<file path="src/rtl/thresholding_bsearch_axis.sv">
// Streaming multi-threshold unit: a pipelined binary search over a programmable
// per-channel threshold table. Input register, N compare stages, last one is the output register.
module thresholding_bsearch_axis #(
    parameter int N      = 4,
    parameter int K      = 16,
    parameter int C      = 8,
    parameter int PE     = 2,
    parameter int SIGNED = 1,
    parameter int BIAS   = 0,
    parameter int SHARED = 0,
    localparam int CS     = (SHARED != 0) ? 1 : C,
    localparam int AW     = $clog2(CS) + N,
    localparam int O_BITS = $clog2(2**N + BIAS),
    localparam int IW     = ((PE*K + 7) / 8) * 8,
    localparam int OW     = ((PE*O_BITS + 7) / 8) * 8
) (
    input  logic          ap_clk,
    input  logic          ap_rst_n,
    input  logic          cfg_valid,
    output logic          cfg_ready,
    input  logic [AW-1:0] cfg_addr,
    input  logic [K-1:0]  cfg_data,
    input  logic          s_axis_tvalid,
    output logic          s_axis_tready,
    input  logic [IW-1:0] s_axis_tdata,
    output logic          m_axis_tvalid,
    input  logic          m_axis_tready,
    output logic [OW-1:0] m_axis_tdata,
    output logic          m_axis_tlast
);

    localparam int CF  = C / PE;
    localparam int NT  = 2**N - 1;
    localparam int FW  = (CF > 1) ? $clog2(CF) : 1;
    localparam int CHW = (CS > 1) ? $clog2(CS) : 1;

    logic [K-1:0]  thr [CS][NT];

    logic          adv;
    logic          in_fire;
    logic          cfg_fire;
    logic          wr_en;
    logic [N-1:0]  wr_idx;
    logic [31:0]   wr_ch;
    logic [FW-1:0] fold;

    logic [N-1:0]  v_q;
    logic [N-1:0]  last_q;
    logic [FW-1:0] fold_q [N];
    logic [K-1:0]  x_q    [N][PE];
    logic [N-1:0]  idx_q  [N][PE];
    logic [N-1:0]  idx_nx [N][PE];
    logic [OW-1:0] out_nx;

    logic [CHW-1:0] ch;
    logic [N-1:0]   step;
    logic [N-1:0]   ti;
    logic [K-1:0]   t;
    logic           ge;

    assign adv           = !m_axis_tvalid || m_axis_tready;
    assign s_axis_tready = adv && !cfg_valid;
    assign in_fire       = s_axis_tvalid && s_axis_tready;
    assign cfg_ready     = !(|v_q) && !m_axis_tvalid;

    // Writes only land once the pipeline is empty, so no beat sees a mixed table.
    assign cfg_fire = cfg_valid && cfg_ready;
    assign wr_idx   = cfg_addr[N-1:0];
    assign wr_ch    = 32'(cfg_addr >> N);
    assign wr_en    = cfg_fire && (wr_idx != N'(NT)) && (wr_ch < 32'(CS));

    always_ff @(posedge ap_clk) begin
        if (wr_en) begin
            thr[CHW'(wr_ch)][wr_idx] <= cfg_data;
        end
    end

    always_comb begin
        ch     = '0;
        step   = '0;
        ti     = '0;
        t      = '0;
        ge     = 1'b0;
        out_nx = '0;
        for (int s = 0; s < N; s++) begin
            for (int i = 0; i < PE; i++) begin
                ch   = (SHARED != 0) ? '0
                     : CHW'(32'(fold_q[s]) * 32'(PE) + 32'(i));
                step = N'(1) << (N - 1 - s);
                ti   = idx_q[s][i] + step - N'(1);
                t    = thr[ch][ti];
                if (SIGNED != 0) begin
                    ge = $signed(x_q[s][i]) >= $signed(t);
                end else begin
                    ge = x_q[s][i] >= t;
                end
                idx_nx[s][i] = idx_q[s][i] + (ge ? step : '0);
            end
        end
        for (int i = 0; i < PE; i++) begin
            out_nx[i*O_BITS +: O_BITS] = O_BITS'(idx_nx[N-1][i])
                                       + O_BITS'(BIAS);
        end
    end

    always_ff @(posedge ap_clk or negedge ap_rst_n) begin
        if (!ap_rst_n) begin
            v_q           <= '0;
            last_q        <= '0;
            fold          <= '0;
            m_axis_tvalid <= 1'b0;
            m_axis_tdata  <= '0;
            m_axis_tlast  <= 1'b0;
            for (int s = 0; s < N; s++) begin
                fold_q[s] <= '0;
                for (int i = 0; i < PE; i++) begin
                    x_q[s][i]   <= '0;
                    idx_q[s][i] <= '0;
                end
            end
        end else if (adv) begin
            v_q[0]    <= in_fire;
            last_q[0] <= (fold == FW'(CF - 1));
            fold_q[0] <= fold;
            for (int i = 0; i < PE; i++) begin
                x_q[0][i]   <= s_axis_tdata[i*K +: K];
                idx_q[0][i] <= '0;
            end
            for (int s = 1; s < N; s++) begin
                v_q[s]    <= v_q[s-1];
                last_q[s] <= last_q[s-1];
                fold_q[s] <= fold_q[s-1];
                for (int i = 0; i < PE; i++) begin
                    x_q[s][i]   <= x_q[s-1][i];
                    idx_q[s][i] <= idx_nx[s-1][i];
                end
            end
            m_axis_tvalid <= v_q[N-1];
            if (v_q[N-1]) begin
                m_axis_tdata <= out_nx;
                m_axis_tlast <= last_q[N-1];
            end
            if (in_fire) begin
                fold <= (fold == FW'(CF - 1)) ? '0 : fold + 1'b1;
            end
        end
    end

endmodule

</file>
<file path="config.mk">
export PLATFORM = sky130hd
export DESIGN_NAME = thresholding_bsearch_axis
export DESIGN_NICKNAME = d
export VERILOG_FILES = /design/src/rtl/thresholding_bsearch_axis.sv
export SDC_FILE = /design/constraint.sdc
export NUM_CORES = 2
export LEC_CHECK = 0
export CAP_MARGIN = 15
export CORE_UTILIZATION = 57
export CTS_CLUSTER_DIAMETER = 50
export DETAILED_ROUTE_END_ITERATION = 16
export PLACE_DENSITY = 0.83
export SETUP_SLACK_MARGIN = 0.2
export SYNTH_ARGS = -nofsm -noshare
export SYNTH_HDL_FRONTEND = slang
export SYNTH_SLANG_ARGS = --single-unit
</file>
<file path="constraint.sdc">
create_clock -name ap_clk -period 3.37 [get_ports ap_clk]
set_input_delay 0.8425 -clock ap_clk [delete_from_list [all_inputs] [get_ports ap_clk]]
set_output_delay 0.8425 -clock ap_clk [all_outputs]
set_load 0.05 [all_outputs]
</file>
Yosys cells after proc, flatten, opt, wreduce, memory -nomap -nowiden

Memories as Yosys holds them, arrays and structs flattened.
Index checks and enable logic that the tools add are counted.

Memories kept: 1
Input bits: 60
Bits in read-only memories: 0
Register bits after elaboration: 180
Bits in writable memories: 1920
Bits in latches: 0
Word-level logic and storage cells: 119
Output and inout port bits: 12

Memories:

| name | words | width | read ports | clocked after memory_dff | wr ports | RTL line | text |
|---|---|---|---|---|---|---|---|
| thr  | 8     | 240   | 8          | 0                        | 1        | 37       | `logic [K-1:0] thr [CS][NT];` |

Multipliers: 0
Order comparisons: 17
Eq/ne operators: 2
Multiplexer cells: 31
Div/mod/pow operators: 0
Reduce and logical (&&, ||, !) cells: 14
Shift operators: 0
Bitwise gates (word level): 7
Add/sub/neg operators: 23

Operators by type and width:

| cell                                                      | number |
|---|---|
| binary-select mux 16 bit (select 4 bit)                   | 6 |
| two-way mux 240 bit                                       | 1 |
| two-way mux 16 bit                                        | 13 |
| greater-or-equal comparator 16 bit                        | 8 |
| demux 16 bit (select 4 bit)                               | 1 |
| greater-or-equal comparator 5 bit (second input constant) | 7 |
| inverter 4 -> 5 bit                                       | 7 |
| subtractor 4 x 1 -> 4 bit (second input constant)         | 6 |
| adder 3 x 1 -> 3 bit (second input constant)              | 4 |
| adder 4 x 1 -> 4 bit                                      | 2 |
| adder 4 x 1 -> 4 bit (second input constant)              | 2 |
| adder 4 x 2 -> 4 bit                                      | 2 |
| adder 4 x 2 -> 4 bit (second input constant)              | 2 |
| adder 4 x 3 -> 4 bit                                      | 2 |
| adder 4 x 3 -> 4 bit (second input constant)              | 2 |
| two-way mux 4 bit                                         | 2 |
| logical AND 1 bit                                         | 7 |
| two-way mux 2 bit                                         | 3 |
| two-way mux 3 bit                                         | 2 |
| < comparator 5 x 1 -> 1 bit (second input constant)       | 1 |
| < comparator 3 x 4 -> 1 bit (second input constant)       | 1 |
| != test 4 bit (second input constant)                     | 1 |
| AND reduction 2 bit                                       | 2 |
| OR reduction 4 bit                                        | 1 |
| other kinds (5)                                           | 9 |

Longest topological paths before layout

Word-level depth: 9
Gate-level depth with buffers: 13
Gate-level depth less buffers: 10

Worst setup path after synthesis

No wires, ideal clock.

Path type: reg2reg
Start: register v_q[3]
End: memory thr[0][16] (netlist bit), enable pin
Path buffers: 0
Data arrival time: 3135 ps
Stages on the path, launching flop included: 7
Period minus slack after synthesis: 3524 ps
Slack: -154 ps
Required time: 2982 ps
Library setup time: 388 ps
Cells stage by stage: dfrtp_1 -> or4_1 -> nor2_1 -> nand2_1 -> nor3b_2 -> nand3_1 -> nor2_1

Longest elaborated chain between the ends: 8

Ends and longest elaborated chain:

| what                                      | RTL line | text |
|---|---|---|
| start: declaration                        | 47       | `logic [N-1:0] v_q;` |
| start signal: indexed assignment          | 130      | `v_q[s] <= v_q[s-1];` |
| OR reduction 4 bit                        | 64       | `assign cfg_ready = !(\|v_q) && !m_axis_tvalid;` |
| logical NOT 1 bit                         | 64       |  |
| logical AND 1 bit                         | 64       |  |
| named net cfg_ready                       | 20       | `output logic cfg_ready,` |
| logical AND 1 bit                         | 67       | `assign cfg_fire = cfg_valid && cfg_ready;` |
| logical AND 1 bit (2 in a row)            | 70       | `assign wr_en = cfg_fire && (wr_idx != N'(NT)) && (wr_ch < 32'(CS));` |
| two-way mux 1 bit                         | 73       | `if (wr_en) begin` |
| two-way mux 240 bit (not written as such) | 74       | `thr[CHW'(wr_ch)][wr_idx] <= cfg_data;` |
| end: declaration                          | 37       |  |

The timed path passes the listed nets, and every way through them passes these cells.

Worst setup path after layout

Start: register fold_q[2] (netlist bit)
End: register idx_q[1] (netlist bit)

Longest elaborated chain between the ends: 8

Ends and longest elaborated chain:

| what                                                  | RTL line | text |
|---|---|---|
| start: declaration                                    | 49       | `logic [FW-1:0] fold_q [N];` |
| start signal: indexed assignment                      | 132      | `fold_q[s] <= fold_q[s-1];` |
| adder 3 x 1 -> 3 bit                                  | 88       | `: CHW'(32'(fold_q[s]) * 32'(PE) + 32'(i));` |
| memory (8 x 240 bit)                                  | n/a      |  |
| binary-select mux 16 bit (select 4 bit)               | 91       | `t = thr[ch][ti];` |
| two-way mux 16 bit (not written as such) (2 in a row) | 91       |  |
| greater-or-equal comparator 16 bit                    | 93       | `ge = $signed(x_q[s][i]) >= $signed(t);` |
| two-way mux 2 bit                                     | 97       | `idx_nx[s][i] = idx_q[s][i] + (ge ? step : '0);` |
| adder 4 x 2 -> 4 bit                                  | 97       |  |
| end signal: indexed assignment                        | 135      | `idx_q[s][i] <= idx_nx[s-1][i];` |
| end: declaration                                      | 51       | `logic [N-1:0] idx_q [N][PE];` |

Every way passes these cells. The select of a mux whose other input is x is not followed.
A chain may end at the register's enable or synchronous reset.

==> key figures <==
Critical path
  – Data required, critical path: 4.05 ns
  – Worst path bufs/invs: 6
  – Critical Path Fanout Max: 7
  – CP top delay family: multiplexers
  – Max incr delay on CP: ~0.52 ns
  – CP startpoint: fold_q[2]
  – Crit path launch type: flop
  – CP Class: flop to flop
  – Worst Setup End Kind: flop
  – Cells along the critical path: buf_12 > buf_6 > buf_12 > buf_8 > buf_16 > mux4_2 > mux4_2 > inv_2 > ha_4 > and4_1 > nand4_1 > a21o_1 > nand4_1 > mux2i_1 > o21ai_1
  – CP Data Arrival Time: 4.36 ns
  – Slowest cell on the critical path: dfrtp_4
  – Reg2reg start: fold_q[2]

Floorplanning
  – IO Count: 72
  – Chip Height: 380.9 um
  – Initial Utilization: 0.5766
  – Core Rows: 138
  – Core Area: ~0.14 mm^2
  – Die area: roughly 0.15 mm^2
  – DIE WIDTH: between 300 and 400 um

Pwr
  – P_int: 54370 uW
  – Logic pwr share: 0.320
  – P_leak: between 0.03 and 0.04 uW
  – Largest vdd supply drop: between 0.8 and 0.9 mV
  – Clk pwr share: 0.288
  – Seq pwr share: 0.392
  – Cell Pwr Density: between 800 and 900 mW/mm^2
  – Switching share of power: 0.3057
  – NetSw: around 24000 uW

Timing
  – Fmax: around 270 MHz
  – Final setup violation count: 4
  – Total Neg Setup Slack: -1.064 ns
  – Slew HR: 0.1684
  – Final min period: 3.680 ns
  – Max Slew Vio Count: 0
  – Clk_skew: around 0.04 ns
  – Unrepaired setup endpoints after global routing: yes
  – Fin. Hold Viols: 0
  – Worst-Margin Slew: about 1.2 ns
  – Fin crit share: 1.092
  – Final worst slack: -0.3098 ns

Final layout
  – Area grow syn2layout: 17.92%
  – Final nets: between 4000 and 5000
  – Final Cell Area: a little under 0.1 mm^2
  – FILL cells: 8029
  – Share of layout cells above drive strength 1: 0.3197

Yosys
  – Syn avg cell area: 20.78 um^2
  – Distinct cells, synth: between 40 and 50
  – Synth Register Bits: 2088
  – Syn Inst Count: about 3900
  – Post-synthesis sequential area ratio: 0.7559
  – Async SR Flop Fraction: 0.08046
  – EDFF count, synth: 1920
  – Post-synthesis cell area: between 0.08 and 0.09 mm^2
  – Ys flop type: edfxtp_1
  – Synth warn: 0
  – Syn_nets: 4127

Clocking
  – Maximum clock path buffer count: 3
  – CTS tree: built
  – Worst-path clk slew: around 0.07 ns
  – Worst-skew pair later-pin latency: roughly 0.85 ns
  – H-tree levels: 4
  – CTS Hold Buffers Added: 0
  – Root Driver: clkbuf_16
  – CTS sink count: 2088
  – CTS Buf Count: 195

Routing
  – Drt total wl: ~220 mm
  – Routed vias: approximately 44000
  – DR iter-0 viols: about 7000
  – Via density: 6.789
  – Routed Antenna Nets: 0
  – Pre-antenna DRT Iters: 8
  – DRC viols: 0
  – Drt wl/cell: between 30 and 40 um

Global routing
  – Vias in the first global route: between 40000 and 50000
  – GRT Util Overall: 0.3000
  – Gr ovfl total: 0
  – First-pass GRT wire length: ~310 mm
  – Largest net degree at the start of global routing: 160
  – Antenna violations before repair: 11

Run status
  – Outcome: finished with violations
  – Failing checks: setup timing

Place
  – Routability cong.: 0.8767
  – HPWL reported at the end of detailed placement: roughly 120 mm
  – PortBufs: 71
  – Dpl cell area: about 0.088 mm^2

Job
  – Max Cap Viol: 0

Hold path
  – Worst min-delay path class: primary input to async pin
-- area by class of cell --
type | instances | area [um^2] | share of cell area
Multi-Input combinational cell | 1594 | 19530 | 0.2024
Clock buffer | 249 | 5299 | 0.05491
Tap cell | 1890 | 2365 | 0.02451
Clock inverter | 118 | 1194 | 0.01237
Antenna cell | 3 | 7.507 | 0.00007779
Inverter | 69 | 261.5 | 0.002710
Sequential cell | 2088 | 61890 | 0.6413
Timing Repair Buffer | 458 | 5962 | 0.06178
-- state kept, by name, summed over array words and instances (netlist names) --
signal         flops
m_axis_tlast       1
x_q              128
m_axis_tdata       8
last_q             4
fold_q             8
v_q                4
idx_q             12
fold               2
thr             1920
m_axis_tvalid      1
-- metal layers --
| layer | track usage | part of all wire |
|---|---|---|
| met2 | 0.4881 | 0.50 |
| met5 | 0 | 0.00041 |
| met3 | 0.06511 | 0.11 |
| met4 | 0.1355 | 0.050 |
| met1 | 0.3922 | 0.34 |
-- cells in the mapped netlist, drive strengths merged (26+ instances only) --
cell    number  area, um^2
a21oi       51       255.2
buf         66       332.8
clkbuf     121       454.2
dfrtp      168        4204
edfxtp    1920       57660
ha         129        1614
inv         69       259.0
mux2i       65       650.6
mux4       576       12970
nand2      476        1787
nand4       26       162.7
nor2       138       518.0
-- final timing paths --
| path | end | slack, ns | cells past startpoint |
|---|---|---|---|
| max reg2reg | idx_q[1] | -0.31 | 15 |
| max in group asynchronous | m_axis_tdata[6] | 2.48 | 2 |
| min reg2reg | last_q[2] | 0.48 | 2 |
| min in group ap_clk | thr[3][205] | 0.46 | 1 |
| min | x_q[103] | 0.02 | 1 |
| max | idx_q[1] | -0.31 | 15 |
-- cell families after synthesis --
| group | synth area share |
|---|---|
| XOR/XNOR | 0.0002141 |
| adder cells (fa/ha/maj) | 0.01972 |
| flip-flops | 0.7559 |
| AO/OA/AOI/OAI | 0.008409 |
| buffers and inverters | 0.01278 |
| multiplexers | 0.1681 |
| AND/OR/NAND/NOR | 0.03483 |
-- layout by cell type (no fill, tap or decap), types with 46 or more instances in the layout --
cell type,netlist,routed
a21oi_1,51,46
buf_12,0,159
buf_4,3,211
clkbuf_16,0,203
clkdlybuf4s50_1,0,51
clkinv_2,0,46
dfrtp_1,168,159
edfxtp_1,1920,1920
ha_1,129,111
inv_1,69,50
mux2i_1,65,58
mux4_2,576,576
nand2_1,476,469
nor2_1,138,64
nor2_2,0,74
-- per-stage QoR --
step,hold WS (ns),setup slack [ns],std cells,utilization,total power (uW)
detailed placement,0.4675,-0.2456,6008,0.6230,52240
CTS,0.01715,-0.2414,6426,0.6751,76340
floorplan,0.4348,-0.007737,3938,-,44530
finish,0.02359,-0.3098,6469,0.6799,78310
global route,0.05894,-0.3622,6466,0.6799,80590
global placement,0.4500,-0.1640,6008,0.6230,51280
-- worst register-to-register path: cells and delay by family (launching register included) --
| family | cells | cell delay, ns |
|---|---|---|
| buf+inv | 6 | 0.86 |
| compound gates | 2 | 0.25 |
| mux | 3 | 1.25 |
| simple gates | 3 | 0.46 |
| flops | 1 | 0.52 |
| fa+ha+maj | 1 | 0.18 |
-- power by group through the flow --
stage | registers, uW | logic (uW) | clock network [uW]
6_report | 30700 | 25100 | 22500
5_1_grt | 30700 | 26300 | 23600
4_1_cts | 30600 | 23200 | 22600
3_5_place_dp | 31100 | 21200 | 0
3_3_place_gp | 31000 | 20300 | 0
2_1_floorplan | 30400 | 14200 | 0
-- timing repair --
action | CTS | global route
setup buffers | 44 | 37
gates cloned | 7 | 3
endpoints found under the setup margin | 6 | 387
pin swaps | 17 | 17
resized for setup | 84 | 50
(Power assumes the default switching activity.)
